**src/rtl/sisc_pkg.sv**
```systemverilog
`default_nettype none
// ============================================================================
// Module      : sisc_pkg
// Description : Shared encodings for the SISC multicycle control unit:
//               opcodes, FSM state codes, alu_op / wb_sel codes and the
//               branch condition evaluation function.
// Revision    : 1.0 - initial release
// ============================================================================
package sisc_pkg;

    // Opcodes, instruction[31:28]
    localparam logic [3:0] OP_NOP  = 4'b0000;
    localparam logic [3:0] OP_ALUR = 4'b0001;
    localparam logic [3:0] OP_BRA  = 4'b0010;
    localparam logic [3:0] OP_BRR  = 4'b0011;
    localparam logic [3:0] OP_BNE  = 4'b0100;
    localparam logic [3:0] OP_BNR  = 4'b0101;
    localparam logic [3:0] OP_ALUI = 4'b0110;
    localparam logic [3:0] OP_LOD  = 4'b1000;
    localparam logic [3:0] OP_STR  = 4'b1001;
    localparam logic [3:0] OP_SWP  = 4'b1010;
    localparam logic [3:0] OP_HLT  = 4'b1111;

    // Control FSM states
    localparam logic [3:0] S_START0  = 4'd0;
    localparam logic [3:0] S_START1  = 4'd1;
    localparam logic [3:0] S_FETCH   = 4'd2;
    localparam logic [3:0] S_DECODE  = 4'd3;
    localparam logic [3:0] S_EXECUTE = 4'd4;
    localparam logic [3:0] S_MEM     = 4'd5;
    localparam logic [3:0] S_WB      = 4'd6;
    localparam logic [3:0] S_SWAP2   = 4'd7;
    localparam logic [3:0] S_HALT    = 4'd8;

    // ALU operand selection
    localparam logic [1:0] ALU_REG = 2'b00;
    localparam logic [1:0] ALU_IMM = 2'b01;
    localparam logic [1:0] ALU_ADR = 2'b10;

    // Register file write data source
    localparam logic [1:0] WB_ALU = 2'b00;
    localparam logic [1:0] WB_DM  = 2'b01;
    localparam logic [1:0] WB_RSA = 2'b10;
    localparam logic [1:0] WB_RSB = 2'b11;

    // mm is the condition mask, stat is {C,N,V,Z}. An all-zero mask on the
    // "branch if set" forms means unconditional.
    function automatic logic branch_taken(input logic [3:0] op,
                                          input logic [3:0] mm,
                                          input logic [3:0] stat);
        logic taken;
        taken = 1'b0;
        case (op)
            OP_BRA, OP_BRR: taken = (mm == 4'b0000) || ((mm & stat) != 4'b0000);
            OP_BNE, OP_BNR: taken = ((mm & stat) == 4'b0000);
            default:        taken = 1'b0;
        endcase
        return taken;
    endfunction

endpackage
`default_nettype wire

```
**src/rtl/sisc_ctrl_fsm.sv**
```systemverilog
`default_nettype none
// ============================================================================
// Module      : sisc_ctrl_fsm
// Description : Multicycle control unit of the SISC processor. Steps each
//               instruction through fetch, decode, execute, mem and
//               writeback, and drives all datapath enables and selects.
// Ports       : clk, rst_f (async, active-low)
//               opcode/mm from the IR, stat = {C,N,V,Z}
//               rf_we, alu_op, wb_sel, rb_sel, pc_sel, pc_write, pc_rst,
//               ir_load, br_sel, mm_sel, dm_we, swap_sel, swap_ctrl
// Revision    : 1.0 - initial release
// ============================================================================
module sisc_ctrl_fsm
    import sisc_pkg::*;
(
    input  logic       clk,
    input  logic       rst_f,
    input  logic [3:0] opcode,
    input  logic [3:0] mm,
    input  logic [3:0] stat,
    output logic       rf_we,
    output logic [1:0] alu_op,
    output logic [1:0] wb_sel,
    output logic       rb_sel,
    output logic       pc_sel,
    output logic       pc_write,
    output logic       pc_rst,
    output logic       ir_load,
    output logic       br_sel,
    output logic       mm_sel,
    output logic       dm_we,
    output logic       swap_sel,
    output logic       swap_ctrl
);

    logic [3:0] state_q;
    logic [3:0] state_d;

    logic is_mem_op;    // LOD/STR use the address mux
    logic uses_rd_b;    // STR/SWP read rd on port B

    assign is_mem_op = (opcode == OP_LOD) || (opcode == OP_STR);
    assign uses_rd_b = (opcode == OP_STR) || (opcode == OP_SWP);

    always_ff @(posedge clk or negedge rst_f) begin
        if (!rst_f) begin
            state_q <= S_START0;
        end else begin
            state_q <= state_d;
        end
    end

    always_comb begin
        state_d = state_q;
        case (state_q)
            S_START0:  state_d = S_START1;
            S_START1:  state_d = S_FETCH;
            S_FETCH:   state_d = S_DECODE;
            S_DECODE:  state_d = (opcode == OP_HLT) ? S_HALT : S_EXECUTE;
            S_EXECUTE: state_d = S_MEM;
            S_MEM:     state_d = S_WB;
            S_WB:      state_d = (opcode == OP_SWP) ? S_SWAP2 : S_FETCH;
            S_SWAP2:   state_d = S_FETCH;
            S_HALT:    state_d = S_HALT;
            default:   state_d = S_START0;
        endcase
    end

    // Outputs are Moore-style on state, qualified by the current opcode.
    // Asynchronous reset forces state_q to START0, so only pc_rst is high
    // while rst_f is low and every write enable drops at once.
    always_comb begin
        rf_we     = 1'b0;
        alu_op    = ALU_REG;
        wb_sel    = WB_ALU;
        rb_sel    = 1'b0;
        pc_sel    = 1'b0;
        pc_write  = 1'b0;
        pc_rst    = 1'b0;
        ir_load   = 1'b0;
        br_sel    = 1'b0;
        mm_sel    = 1'b0;
        dm_we     = 1'b0;
        swap_sel  = 1'b0;
        swap_ctrl = 1'b0;

        case (state_q)
            S_START0: begin
                pc_rst = 1'b1;
            end
            S_FETCH: begin
                ir_load  = 1'b1;
                pc_write = 1'b1;
                pc_sel   = 1'b0;
            end
            S_DECODE: begin
                rb_sel = uses_rd_b;
                br_sel = (opcode == OP_BRA) || (opcode == OP_BNE);
                if (branch_taken(opcode, mm, stat)) begin
                    pc_sel   = 1'b1;
                    pc_write = 1'b1;
                end
            end
            S_EXECUTE: begin
                rb_sel = uses_rd_b;
                mm_sel = is_mem_op & ~mm[3];
                case (opcode)
                    OP_ALUI:        alu_op = ALU_IMM;
                    OP_LOD, OP_STR: alu_op = ALU_ADR;
                    default:        alu_op = ALU_REG;
                endcase
            end
            S_MEM: begin
                rb_sel    = uses_rd_b;
                mm_sel    = is_mem_op & ~mm[3];
                dm_we     = (opcode == OP_STR);
                swap_ctrl = (opcode == OP_SWP);
            end
            S_WB: begin
                rb_sel = uses_rd_b;
                mm_sel = is_mem_op & ~mm[3];
                case (opcode)
                    OP_ALUR, OP_ALUI: begin
                        rf_we  = 1'b1;
                        wb_sel = WB_ALU;
                    end
                    OP_LOD: begin
                        rf_we  = 1'b1;
                        wb_sel = WB_DM;
                    end
                    OP_SWP: begin
                        // first half of the swap: rd <- old rs
                        rf_we  = 1'b1;
                        wb_sel = WB_RSA;
                    end
                    default: rf_we = 1'b0;
                endcase
            end
            S_SWAP2: begin
                // second half of the swap: rs <- old rd
                rb_sel   = 1'b1;
                rf_we    = 1'b1;
                wb_sel   = WB_RSB;
                swap_sel = 1'b1;
            end
            default: begin
                // START1 and HALT drive nothing
            end
        endcase
    end

endmodule
`default_nettype wire

```
**config.mk**
```make
export PLATFORM = sky130hd
export DESIGN_NAME = sisc_ctrl_fsm
export DESIGN_NICKNAME = d
export VERILOG_FILES = /design/src/rtl/sisc_pkg.sv /design/src/rtl/sisc_ctrl_fsm.sv
export SDC_FILE = /design/constraint.sdc
export NUM_CORES = 1
export LEC_CHECK = 0
export ABC_CLOCK_PERIOD_IN_PS = 1500
export CORE_MARGIN = 8
export CORE_UTILIZATION = 36
export CTS_CLUSTER_SIZE = 10
export DETAILED_ROUTE_END_ITERATION = 8
export GPL_ROUTABILITY_DRIVEN = 0
export PLACE_DENSITY = 0.77
export SETUP_SLACK_MARGIN = 0.3
export SYNTH_ARGS = -nofsm -noshare
export SYNTH_HDL_FRONTEND = slang
export SYNTH_SLANG_ARGS = --single-unit
```
**constraint.sdc**
```tcl
create_clock -name clk -period 1.5 [get_ports clk]
set_input_delay 0.225 -clock clk [delete_from_list [all_inputs] [get_ports clk]]
set_output_delay 0.225 -clock clk [all_outputs]
set_load 0.005 [all_outputs]
```
==> results of run 1 <==
final cells by class:
class,count,share of cell area (%)
multi-input combinational,53,44.8
timing repair buffer,64,43.0
sequential,4,8.46
clock buffer,3,1.86
tap,15,1.55
inverter,1,0.310
worst max-delay path, cell delays in order, from the launching register on:
cell,delay [ns]
dfrtp_1,0.42
nand2b_4,0.17
or3_4,0.38
nor4b_4,0.28
buf_2,0.17
cell usage in the layout (no fill, tap or decap), types with 3 or more instances in the layout:
cell type / Yosys / routed
buf_4: 0 / 24
clkdlybuf4s15_2: 0 / 3
clkdlybuf4s50_1: 0 / 5
dlygate4sd2_1: 0 / 5
a21oi_2: 0 / 4
buf_6: 0 / 11
a21oi_1: 7 / 3
nand2_1: 4 / 3
clkbuf_4: 0 / 3
buf_2: 4 / 12
per-layer routing:
layer	part of all wire (%)	up-vias	GRT usage, %
li1	-	373	-
met4	8.9	0	12.1
met5	0	-	0
met1	34	441	23.7
met2	46	125	38.3
met3	11	40	5.04
worst max path at each step:
stage / startpoint / end / slack (ns)
after global routing: state_q[2]$_DFF_PN0_ / dm_we / -0.41
after floorplan: state_q[3]$_DFF_PN0_ / dm_we / 0.13
after global placement: opcode[2] / dm_we / -0.77
final: state_q[3]$_DFF_PN0_ / dm_we / -0.39
after detailed placement: opcode[2] / dm_we / -0.81
after CTS: state_q[3]$_DFF_PN0_ / dm_we / -0.27
power by group through the flow:
stage | combinational, mW | clock, mW | sequential, mW
finish | 1.54 | 0.143 | 0.228
global route | 1.60 | 0.146 | 0.234
CTS | 1.23 | 0.129 | 0.213
detailed placement | 0.848 | 0 | 0.227
global placement | 0.823 | 0 | 0.221
floorplan | 0.435 | 0 | 0.189
what timing repair did:
action                                  CTS  global route
endpoints found under the setup margin   18            19
gates cloned                              0             0
resized for setup                        94            15
setup buffers                            11             5
pin swaps                                12             5
cell families after synthesis:
logic type             Yosys count  share of synthesized area (%)
buffers and inverters            7                           8.39
AO/OA/AOI/OAI                   15                           19.8
XOR/XNOR                         2                           3.56
AND/OR/NAND/NOR                 36                           47.8
flip-flops                       4                           20.4
==> results.cfg, run 1 <==
[status]
status = complete, but fails checks
violations = negative setup slack

[sta]
slew_violations = 0
hold_slack_ns = 0.202
slew_headroom_pct = 75.5
rsz0062_at_grt = yes
setup_slack_ns = -0.389
worst_pin_slew_ns = 0.367
clock.fmax_mhz = 529
setup_viol = 17
min_period_ns = 1.89
min_period_over_period_pct = 126
finalClockSkew_ns = 0.0101
fin_setup_tns_ns = -4.03
final-hold-violation-count = 0

[global_route]
grt_pass1_wl_um = 4690
antenna_found_initial = 0
gr-total-overflow = 0
grt_usage_pct = 22.0
grt_pass1_vias = 941
grt_max_degree = 12

[yosys]
synthTopCellsByArea = dfrtp_1 20%, a21oi_1 7.1%, nand4bb_1 4.6%
ys.flop_type = dfrtp_1
yosys_warnings = 0
synth-edff-count = 0
synth_area_leader_cell = dfrtp_1
synth_top_cells_by_count = 7 x a21oi_1, 4 x buf_2, 4 x dfrtp_1, 4 x nand2_1, 4 x nor2_1
netlist_instances = 64
yosysSeqAreaShare_pct = 20.4
avgSynthCellArea_um2 = 7.68
synth_top_cell_area_share_pct = 20.4
syn-num-nets = 78
yosysMostFrequentCell = a21oi_1
syn_area_um2 = 492
async_flop_share_pct = 100
yosys_register_bits = 4
synthDistinctLibCells = 30

[floorplanning]
design.die.area_um2 = 2800
io_pins = 29
core_area_um2 = 1280
die_w_um = 53.0
start_util_pct = 38.3
die_y_um = 53.0
core.rowCount = 13

[cells_and_area]
multi_input_area_um2 = 543
seqCellArea_um2 = 103
finalInstanceArea_um2 = 1210
reg_top3 = state_q: 4 flops
nets = 141
largest-register = state_q
drive_gt1_share_pct = 65.6
diodes = 0
fillers = 40
instances_no_fill = 140
area_delta_synth_final_pct = 147
finish.utilization_pct = 94.4
largest_reg_flops = 4

[worst_setup_path]
cp.arrival_ns = 1.66
worstPathMaxFanout = 3
path_class = reg2out
critPathLaunchType = flip-flop
rr_startpoint = state_q[1]$_DFF_PN0_
reg2regPathDepth = 7
cp-end-kind = output port
r2r-end = state_q[2]$_DFF_PN0_
r2r_slack_ns = -0.19
cp_data_required_time_ns = 1.27

[power_and_ir_drop]
power_mw = 1.91
pwr-share-seq_pct = 12.0
comb_power_share_pct = 80.5
switchingPower_uw = 845
p_per_area_nw_per_um2 = 1570
pwr-share-clk_pct = 7.5
intPower_mw = 1.06
ir_worst_vdd_uv = 1080
switching_share_pct = 44.3
p_leak_nw = 0.537

[route]
wirelength_um = 3680
route.vias.total = 979
first_iter_violations = 77
route.detailed.drc = 0
via_per_inst = 6.99
first_pass_iters = 4
ant_nets = 0
route.detailed.wl_per_inst_um = 26.3

[job]
maxCapViolations = 0

[placement]
dp.final_hpwl_um = 1590
numPortBuffers = 28
placed_area_um2 = 943
preCtsSetupSlack_ns = -0.812
dp_cells = 121

[clock_network]
cts.sinks = 4
clk_pin_slew_ns = 0.05
htreeDepth = 1
cts_made_buffers = 3
cts_tree = done
insertion_delay_ns = 0.24
cts_hold_buf = 0
root_buffer = clkbuf_4
clk_path_buf_depth = 2

[hold_path]
min_path_type = in2async
Note: power is estimated with default switching activity, not from simulation.
==> run 2: changes to the inputs <==
--- a/config.mk
+++ b/config.mk
@@ -7,4 +7,5 @@
 export LEC_CHECK = 0
 export ABC_CLOCK_PERIOD_IN_PS = 1500
+export CAP_MARGIN = 20
 export CORE_MARGIN = 8
 export CORE_UTILIZATION = 36
@@ -13,4 +14,5 @@
 export GPL_ROUTABILITY_DRIVEN = 0
 export PLACE_DENSITY = 0.77
+export REMOVE_ABC_BUFFERS = 1
 export SETUP_SLACK_MARGIN = 0.3
 export SYNTH_ARGS = -nofsm -noshare
==> constraint.sdc (replaced) <==
create_clock -name clk -period 1.5 [get_ports clk]
set_input_delay 0.15 -clock clk [delete_from_list [all_inputs] [get_ports clk]]
set_output_delay 0.15 -clock clk [all_outputs]
set_load 0.005 [all_outputs]
==> results.cfg, run 2 (synthesis gave the netlist of run 1 again) <==
[status]
status = complete, but fails checks
violations = negative setup slack

[route]
first_iter_violations = 20
route.vias.total = 780
route.detailed.drc = 0
first_pass_iters = 4
wirelength_um = 2460
via_per_inst = 5.74
route.detailed.wl_per_inst_um = 18.1
ant_nets = 0

[placement]
dp.final_hpwl_um = 1480
numPortBuffers = 28
preCtsSetupSlack_ns = -0.680
dp_cells = 120

[hold_path]
min_path_type = in2async

[power_and_ir_drop]
p_leak_nw = 0.514
p_per_area_nw_per_um2 = 1550
power_mw = 1.77
ir_worst_vdd_uv = 1160

[floorplanning]
die_w_um = 53.0
io_pins = 29
die_y_um = 53.0
core.rowCount = 13
design.die.area_um2 = 2800
core_area_um2 = 1280
start_util_pct = 38.3

[global_route]
grt_max_degree = 12
grt_use_met1_pct = 22.5
global_route.usage.met3_pct = 3.92
gr-total-overflow = 0
grt_pass1_wl_um = 4130
grt_usage_pct = 19.0
gr-usage-met2_pct = 31.8
busiest_layer = met2
antenna_found_initial = 0
grt_pass1_vias = 825

[clock_network]
clk_pin_slew_ns = 0.05
cts_tree = done
insertion_delay_ns = 0.25
htreeDepth = 1
cts_made_buffers = 3
clk_path_buf_depth = 2
root_buffer = clkbuf_4
cts.sinks = 4

[cells_and_area]
drive_gt1_share_pct = 63.6
layout_commonest_cell = buf_4
instances_no_fill = 136
reg_top3 = state_q: 4 flops
fillers = 61
largest-register = state_q
area_delta_synth_final_pct = 133
diodes = 0
finish.utilization_pct = 89.3
final_cell_mix = 22 x buf_4, 14 x buf_2, 11 x buf_6
nets = 137
largest_reg_flops = 4

[sta]
min_period_over_period_pct = 114
setup_slack_ns = -0.213
finalClockSkew_ns = 0.00669
min_period_ns = 1.71
worst_pin_slew_ns = 0.301
setup_viol = 13
fin_setup_tns_ns = -1.49
final-hold-violation-count = 0
slew_headroom_pct = 79.9
slew_violations = 0
clock.fmax_mhz = 584
rsz0062_at_grt = yes

[worst_setup_path]
rr_startpoint = state_q[0]$_DFF_PN0_
cp.arrival_ns = 1.56
critPathLaunchType = flip-flop
r2r-end = state_q[2]$_DFF_PN0_
cp_data_required_time_ns = 1.35
cp-end-kind = output port
reg2regPathDepth = 7
r2r_slack_ns = -0.05
worstPathMaxFanout = 3
path_class = reg2out

[job]
maxCapViolations = 0
[run 2: cell type report]
class | instances | area (um^2) | area share [%]
timing repair buffer | 60 | 483 | 42.1
tap | 15 | 18.8 | 1.64
sequential | 4 | 103 | 8.94
clock buffer | 3 | 22.5 | 1.96
inverter | 1 | 3.75 | 0.327
multi-input combinational | 53 | 517 | 45.0
[run 2: power breakdown]
group / switching, mW / total (mW) / internal [mW]
sequential: 0.0689 / 0.224 / 0.155
combinational: 0.610 / 1.40 / 0.790
clock: 0.0589 / 0.149 / 0.0906
total: 0.738 / 1.77 / 1.04
[run 2: worst max path at each step]
stage,from,end,cells after the start
2_1_floorplan,state_q[3]$_DFF_PN0_,dm_we,3
3_3_place_gp,mm[0],pc_sel,5
3_5_place_dp,mm[0],pc_sel,5
4_1_cts,state_q[3]$_DFF_PN0_,alu_op[0],5
5_1_grt,state_q[3]$_DFF_PN0_,dm_we,4
6_report,state_q[3]$_DFF_PN0_,dm_we,4
[run 2: worst max-delay path: stages, from the launching register on]
cell      delay (ns)
dfrtp_1         0.38
nand2b_4        0.15
or3_4           0.37
nor4b_4         0.27
buf_2           0.15
[run 2: per-stage QoR]
step / instance area, um^2 / hold slack (ns)
6_report: 1150 / 0.126
2_1_floorplan: 454 / -0.146
5_1_grt: 1150 / 0.143
4_1_cts: 1080 / 0.120
3_5_place_dp: 896 / 0.374
3_3_place_gp: 896 / 0.358
[run 2: repair_timing]
item / in CTS / in global routing
pin swaps: 13 / 3
gates resized for setup: 99 / 13
endpoints found under the setup margin: 18 / 19
hold buffers: 0 / 0
buffers inserted: 12 / 1
[run 2: per-layer routing]
layer	vias up	wire length, um
met2	32	1190
met3	8	140
met5	-	0
li1	368	-
met1	372	1060
met4	0	60
